--- src/rtl/stream_pkg.sv ---
// -----------------------------------------------------------------------------
// stream_pkg
// Shared definitions for the streaming width-conversion blocks.
//   ratio()     : number of narrow beats carried by one wide word
//   cnt_width() : width of a beat counter able to index 0..ratio-1 (min 1 bit)
//   ctrl_state_e: two-state control encoding; ST_SEND means a word is held
// -----------------------------------------------------------------------------
package stream_pkg;

    typedef enum logic {
        ST_EMPTY = 1'b0,
        ST_SEND  = 1'b1
    } ctrl_state_e;

    function automatic int ratio(input int in_bits, input int out_bits);
        return in_bits / out_bits;
    endfunction

    // A one-bit counter is still needed when only two beats exist
    function automatic int cnt_width(input int r);
        if (r <= 2) begin
            return 1;
        end else begin
            return $clog2(r);
        end
    endfunction

endpackage

--- src/rtl/stream_downsizer.sv ---
// -----------------------------------------------------------------------------
// stream_downsizer
// Splits each IN_BITS upstream word into RATIO = IN_BITS/OUT_BITS beats of
// OUT_BITS, least-significant slice first. A continuous stream is carried at
// one beat per cycle with no bubble between consecutive words.
//
// Ports
//   clk              : clock, all state updates on the rising edge
//   rst              : synchronous active-high reset (wins over handshakes)
//   upstream_data    : wide word, sampled only when a word is accepted
//   upstream_valid   : upstream word valid
//   upstream_ready   : stage accepts a word this cycle
//   downstream_data  : current narrow beat
//   downstream_valid : beat valid
//   downstream_ready : consumer accepts the beat
//   downstream_last  : final beat of a word (only with STREAM_DOWNSIZER_LAST_EN)
//
// Configuration macro: STREAM_DOWNSIZER_LAST_EN adds the downstream_last port.
// -----------------------------------------------------------------------------
module stream_downsizer
    import stream_pkg::*;
#(
    parameter int IN_BITS  = 32,
    parameter int OUT_BITS = 8
) (
    input  logic                clk,
    input  logic                rst,
    input  logic [IN_BITS-1:0]  upstream_data,
    input  logic                upstream_valid,
    output logic                upstream_ready,
    output logic [OUT_BITS-1:0] downstream_data,
    output logic                downstream_valid,
    input  logic                downstream_ready
`ifdef STREAM_DOWNSIZER_LAST_EN
    ,
    output logic                downstream_last
`endif
);

    localparam int RATIO = ratio(IN_BITS, OUT_BITS);
    localparam int CW    = cnt_width(RATIO);
    localparam logic [CW-1:0] LAST_CNT = CW'(RATIO - 1);
    localparam logic [CW-1:0] CNT_ONE  = CW'(1);

    if ((IN_BITS % OUT_BITS) != 0 || IN_BITS < 2 * OUT_BITS) begin : g_bad_params
        $error("stream_downsizer: IN_BITS must be a multiple of OUT_BITS and at least twice as wide");
    end

    ctrl_state_e         state_r;
    ctrl_state_e         state_nxt_s;
    logic [CW-1:0]       cnt_r;
    logic [CW-1:0]       cnt_nxt_s;
    logic [IN_BITS-1:0]  sreg_r;
    logic [IN_BITS-1:0]  sreg_nxt_s;

    logic                full_s;
    logic                is_last_s;
    logic                beat_fire_s;
    logic                word_fire_s;

    assign full_s      = (state_r == ST_SEND);
    assign is_last_s   = (cnt_r == LAST_CNT);
    assign beat_fire_s = full_s & downstream_ready;
    // Combinational path from downstream_ready lets a new word load in the
    // same cycle the last beat leaves, keeping the stream bubble-free.
    assign upstream_ready = ~full_s | (downstream_ready & is_last_s);
    assign word_fire_s    = upstream_valid & upstream_ready;

    assign downstream_valid = full_s;
    assign downstream_data  = sreg_r[OUT_BITS-1:0];

`ifdef STREAM_DOWNSIZER_LAST_EN
    assign downstream_last = full_s & is_last_s;
`endif

    // Next-state logic for control state, beat counter and shift register
    always_comb begin
        state_nxt_s = state_r;
        cnt_nxt_s   = cnt_r;
        sreg_nxt_s  = sreg_r;
        case (state_r)
            ST_EMPTY: begin
                if (word_fire_s) begin
                    state_nxt_s = ST_SEND;
                    cnt_nxt_s   = {CW{1'b0}};
                    sreg_nxt_s  = upstream_data;
                end else begin
                    state_nxt_s = ST_EMPTY;
                end
            end
            ST_SEND: begin
                if (beat_fire_s) begin
                    if (!is_last_s) begin
                        // Zero fill keeps the next beat at the low slice
                        sreg_nxt_s = sreg_r >> OUT_BITS;
                        cnt_nxt_s  = cnt_r + CNT_ONE;
                    end else if (word_fire_s) begin
                        state_nxt_s = ST_SEND;
                        cnt_nxt_s   = {CW{1'b0}};
                        sreg_nxt_s  = upstream_data;
                    end else begin
                        state_nxt_s = ST_EMPTY;
                        cnt_nxt_s   = {CW{1'b0}};
                    end
                end else begin
                    // Stalled: beat and valid held stable
                    state_nxt_s = ST_SEND;
                end
            end
            default: begin
                state_nxt_s = ST_EMPTY;
                cnt_nxt_s   = {CW{1'b0}};
                sreg_nxt_s  = {IN_BITS{1'b0}};
            end
        endcase
    end

    // State registers with synchronous reset taking priority over handshakes
    always_ff @(posedge clk) begin
        if (rst) begin
            state_r <= ST_EMPTY;
            cnt_r   <= {CW{1'b0}};
            sreg_r  <= {IN_BITS{1'b0}};
        end else begin
            state_r <= state_nxt_s;
            cnt_r   <= cnt_nxt_s;
            sreg_r  <= sreg_nxt_s;
        end
    end

endmodule

--- config.mk ---
export PLATFORM = sky130hd
export DESIGN_NAME = stream_downsizer
export DESIGN_NICKNAME = d
export VERILOG_FILES = /design/src/rtl/stream_pkg.sv /design/src/rtl/stream_downsizer.sv
export SDC_FILE = /design/constraint.sdc
export NUM_CORES = 1
export LEC_CHECK = 0
export CAP_MARGIN = 40
export CORE_MARGIN = 2
export CORE_UTILIZATION = 37
export DETAILED_ROUTE_END_ITERATION = 8
export GPL_ROUTABILITY_DRIVEN = 0
export SYNTH_ARGS = -nofsm -noshare
export SYNTH_HDL_FRONTEND = slang
export SYNTH_SLANG_ARGS = --single-unit
--- constraint.sdc ---
create_clock -name clk -period 1.75 [get_ports clk]
set_clock_uncertainty 0.05 [all_clocks]
set_input_delay 0.35 -clock clk [delete_from_list [all_inputs] [get_ports clk]]
set_output_delay 0.35 -clock clk [all_outputs]
set_load 0.01 [all_outputs]
==> out/metrics.yaml <==
layout:
  syn2layout_area_growth_pct: 31.4
  nNetsFinal: 232
  drive_above_1_share_pct: 14.4
  fill_cells: 375
  n_antenna_cell: 0
synth:
  synth_top_area_cell: "dfxtp_1"
  yosys.area_share.simple_pct: 6.23
  synthMuxAreaShare_pct: 0.631
  postSynthCellCount: 160
  synth_seq_area_share_pct: 44.2
  synth_ff_type: "dfxtp_1"
  synth_top_family_by_area: "compound AO/OA/AOI/OAI gates"
  avgSynthCellArea_sq_um: 9.92
  synth.top_cell.area_share_pct: 44.2
  synth_adder_area_share_pct: 0.789
  ys_top_cells_by_count: "dfxtp_1 (35), a21oi_1 (26), inv_1 (25)"
  netlist_area_sq_um: 1590
  yosys_warnings: 0
  yosysMostFrequentCell: "dfxtp_1"
  synthXorXnorAreaFrac_pct: 0
  async_reset_ff_share_pct: 0
  synth_area_leaders: "dfxtp_1 (44%), o221a_2 (9.2%), a21oi_1 (8.2%), o221a_1 (7.8%), inv_1 (5.9%)"
  synth.distinct_cells: 22
  synth_compound_area_share_pct: 31.9
  syn_nets: 197
  synth_seq_cells: 35
  synth_edf_count: 0
global_routing:
  antenna_found_initial: 0
  overflow: 0
  first_global_vias: 1160
  grt_first_pass_wirelength_microns: 5520
  grt_max_degree: 44
  grtUsageTotal_pct: 14.3
pwr:
  p_comb_share_pct: 19.5
  power.total_uw: 1770
  power.net_switching_uw: 434
  peakVddDrop_mv: 0.366
  power_frac_seq_pct: 50.8
  p_per_area_nw_per_um2: 848
  power.share.clock_pct: 29.7
  p_int_uw: 1330
  p_leak_uw: 0.000788
  p_sw_share_pct: 24.5
timing:
  relSlewSlack_pct: 76.3
  layout_worst_path_cycle_share_pct: 96.6
  fin_crit_ps: 1690
  finalHoldViolations: 0
  grt_setup_unrepaired: "false"
  max_freq_mhz: 591
  tightest_slew_ps: 354
  finalSetupViolCount: 0
  finalWorstSetupSlack_ps: 58.9
  drv_slew: 0
worst_setup_path:
  critPathKind: "reg -> out"
  arrival_ps: 1290
  end_kind: "output pin"
  crit_required_ps: 1350
  crit_fanout: 3
  cp_cell_sequence: "ha_2, a21bo_2, dlygate4sd2_1"
  cp_slowest_cell: "dfxtp_1"
  critical-path-max-stage-delay_ps: 320
  startpoint_type: "flop"
job:
  maxCapViolCount: 0
clock_tree:
  cts_buffers: 5
  root_buffer: "clkbuf_8"
  clock_latency_ps: 280
  cts.reportedPaths.clkPinSlew_ps: 60
  cts_tree: "yes"
  cts_resized: 2
  clock_path_buffers: 2
  htree_num_levels: 2
  post_cts_buffers: 0
  numClockSinks: 35
  hold_buffers: 0
detailed_routing:
  drt-initial-drc-count: 82
  drt_first_pass_iters: 4
  vias: 1244
  wl_microns: 3270
  viasPerCell: 5.10
  drc_errors: 0
  wire_per_inst_microns: 13.4
  final_antenna_net_count: 0
placement:
  hpwl_microns: 2150
  numPortBuffers: 45
  dp_slack_ps: -140
floorplanning:
  initial_core_util_pct: 39.1
  core_region_area_sq_um: 4060
  die-width_microns: 69.5
  ios: 46
  die_h_microns: 69.5
  dieArea_sq_um: 4830
  num_rows: 23
outcome:
  status: "complete, no violations"
worst_hold_path:
  hold_class: "reg -> reg"
==> routing by layer <==
metal,global-route usage [%],share of wire (%),up-vias
met1,18.0,48,576
li1,-,-,633
met4,5.23,0.64,0
met2,21.4,46,33
met3,6.69,6.0,2
met5,0,0,-
==> final timing paths <==
path	slack, ps	depth (start not counted)	to	startpoint
min	430	2	cnt_r[0]	cnt_r[0]
max	60	3	upstream_ready	cnt_r[0]
min reg2reg	430	2	cnt_r[0]	cnt_r[0]
max reg2reg	240	5	sreg_r[6]	cnt_r[0]
==> cell families (layout without fill, tap and decap cells) <==
logic type	count (synthesis)	count (layout)
AO/OA/AOI/OAI	61	61
adder cells (fa/ha/maj)	1	1
buffers and inverters	47	81
flip-flops	35	35
multiplexers	1	1
AND/OR/NAND/NOR	15	15
==> placed cells by master, fill, tap and decap left out <==
cell type        Yosys  layout
buf_12               0       3
mux2i_1              1       1
dlygate4sd2_1        0       1
a21oi_4              1       1
a32oi_1              1       1
and2b_1              1       1
o221a_1             11      11
a21bo_2              1       1
nand2b_1             9       9
and3b_1              1       1
buf_4               12       2
clkbuf_8             0       5
nor2_1               1       1
nand3b_1             1       1
nand2_1              1       1
dfxtp_2              0       1
inv_1               25      25
dfxtp_1             35      34
nand2_4              1       1
clkdlybuf4s50_1      0      44
o221a_2             13      13
a21oi_1             26      26
ha_2                 0       1
o32ai_1              8       8
clkbuf_1             4       1
==> sequential cells by signal, summed over array words and instances (netlist names) <==
register          count
sreg_r               32
cnt_r                 2
downstream_valid      1
==> power by group through the flow <==
stage / Clock (uW) / Combinational [uW] / Sequential (uW)
after detailed placement: 0 / 347 / 917
final: 525 / 345 / 899
after floorplan: 0 / 220 / 908
after global routing: 581 / 376 / 907
after CTS: 545 / 349 / 899
after global placement: 0 / 341 / 912
==> per-stage QoR <==
step	hold WS [ps]	cell area [sq um]	TNS (ps)	utilization [%]	instances
floorplan	394	1590	0	-	160
global placement	404	2010	-890	49.5	238
detailed placement	420	2010	-1760	49.5	238
CTS	429	2080	0	51.3	244
global route	444	2080	0	51.4	244
finish	428	2080	0	51.4	244
==> area by class of cell <==
| class | instances | area [sq um] | area share (%) |
|---|---|---|---|
| multi-input cells | 78 | 629 | 30.2 |
| repair buffers | 50 | 524 | 25.2 |
| clock buffers | 6 | 72.6 | 3.48 |
| well taps | 50 | 62.6 | 3.00 |
| flip-flops and latches | 35 | 702 | 33.7 |
| inverters | 25 | 93.8 | 4.50 |
==> worst max-delay path: cells and delay by family, from the launching register on <==
family	cells	cell delay, ps
AO/OA/AOI/OAI	1	210
adder cells (fa/ha/maj)	1	190
buffers and inverters	1	280
flip-flops	1	320
Power figures use the tool's default switching activity.
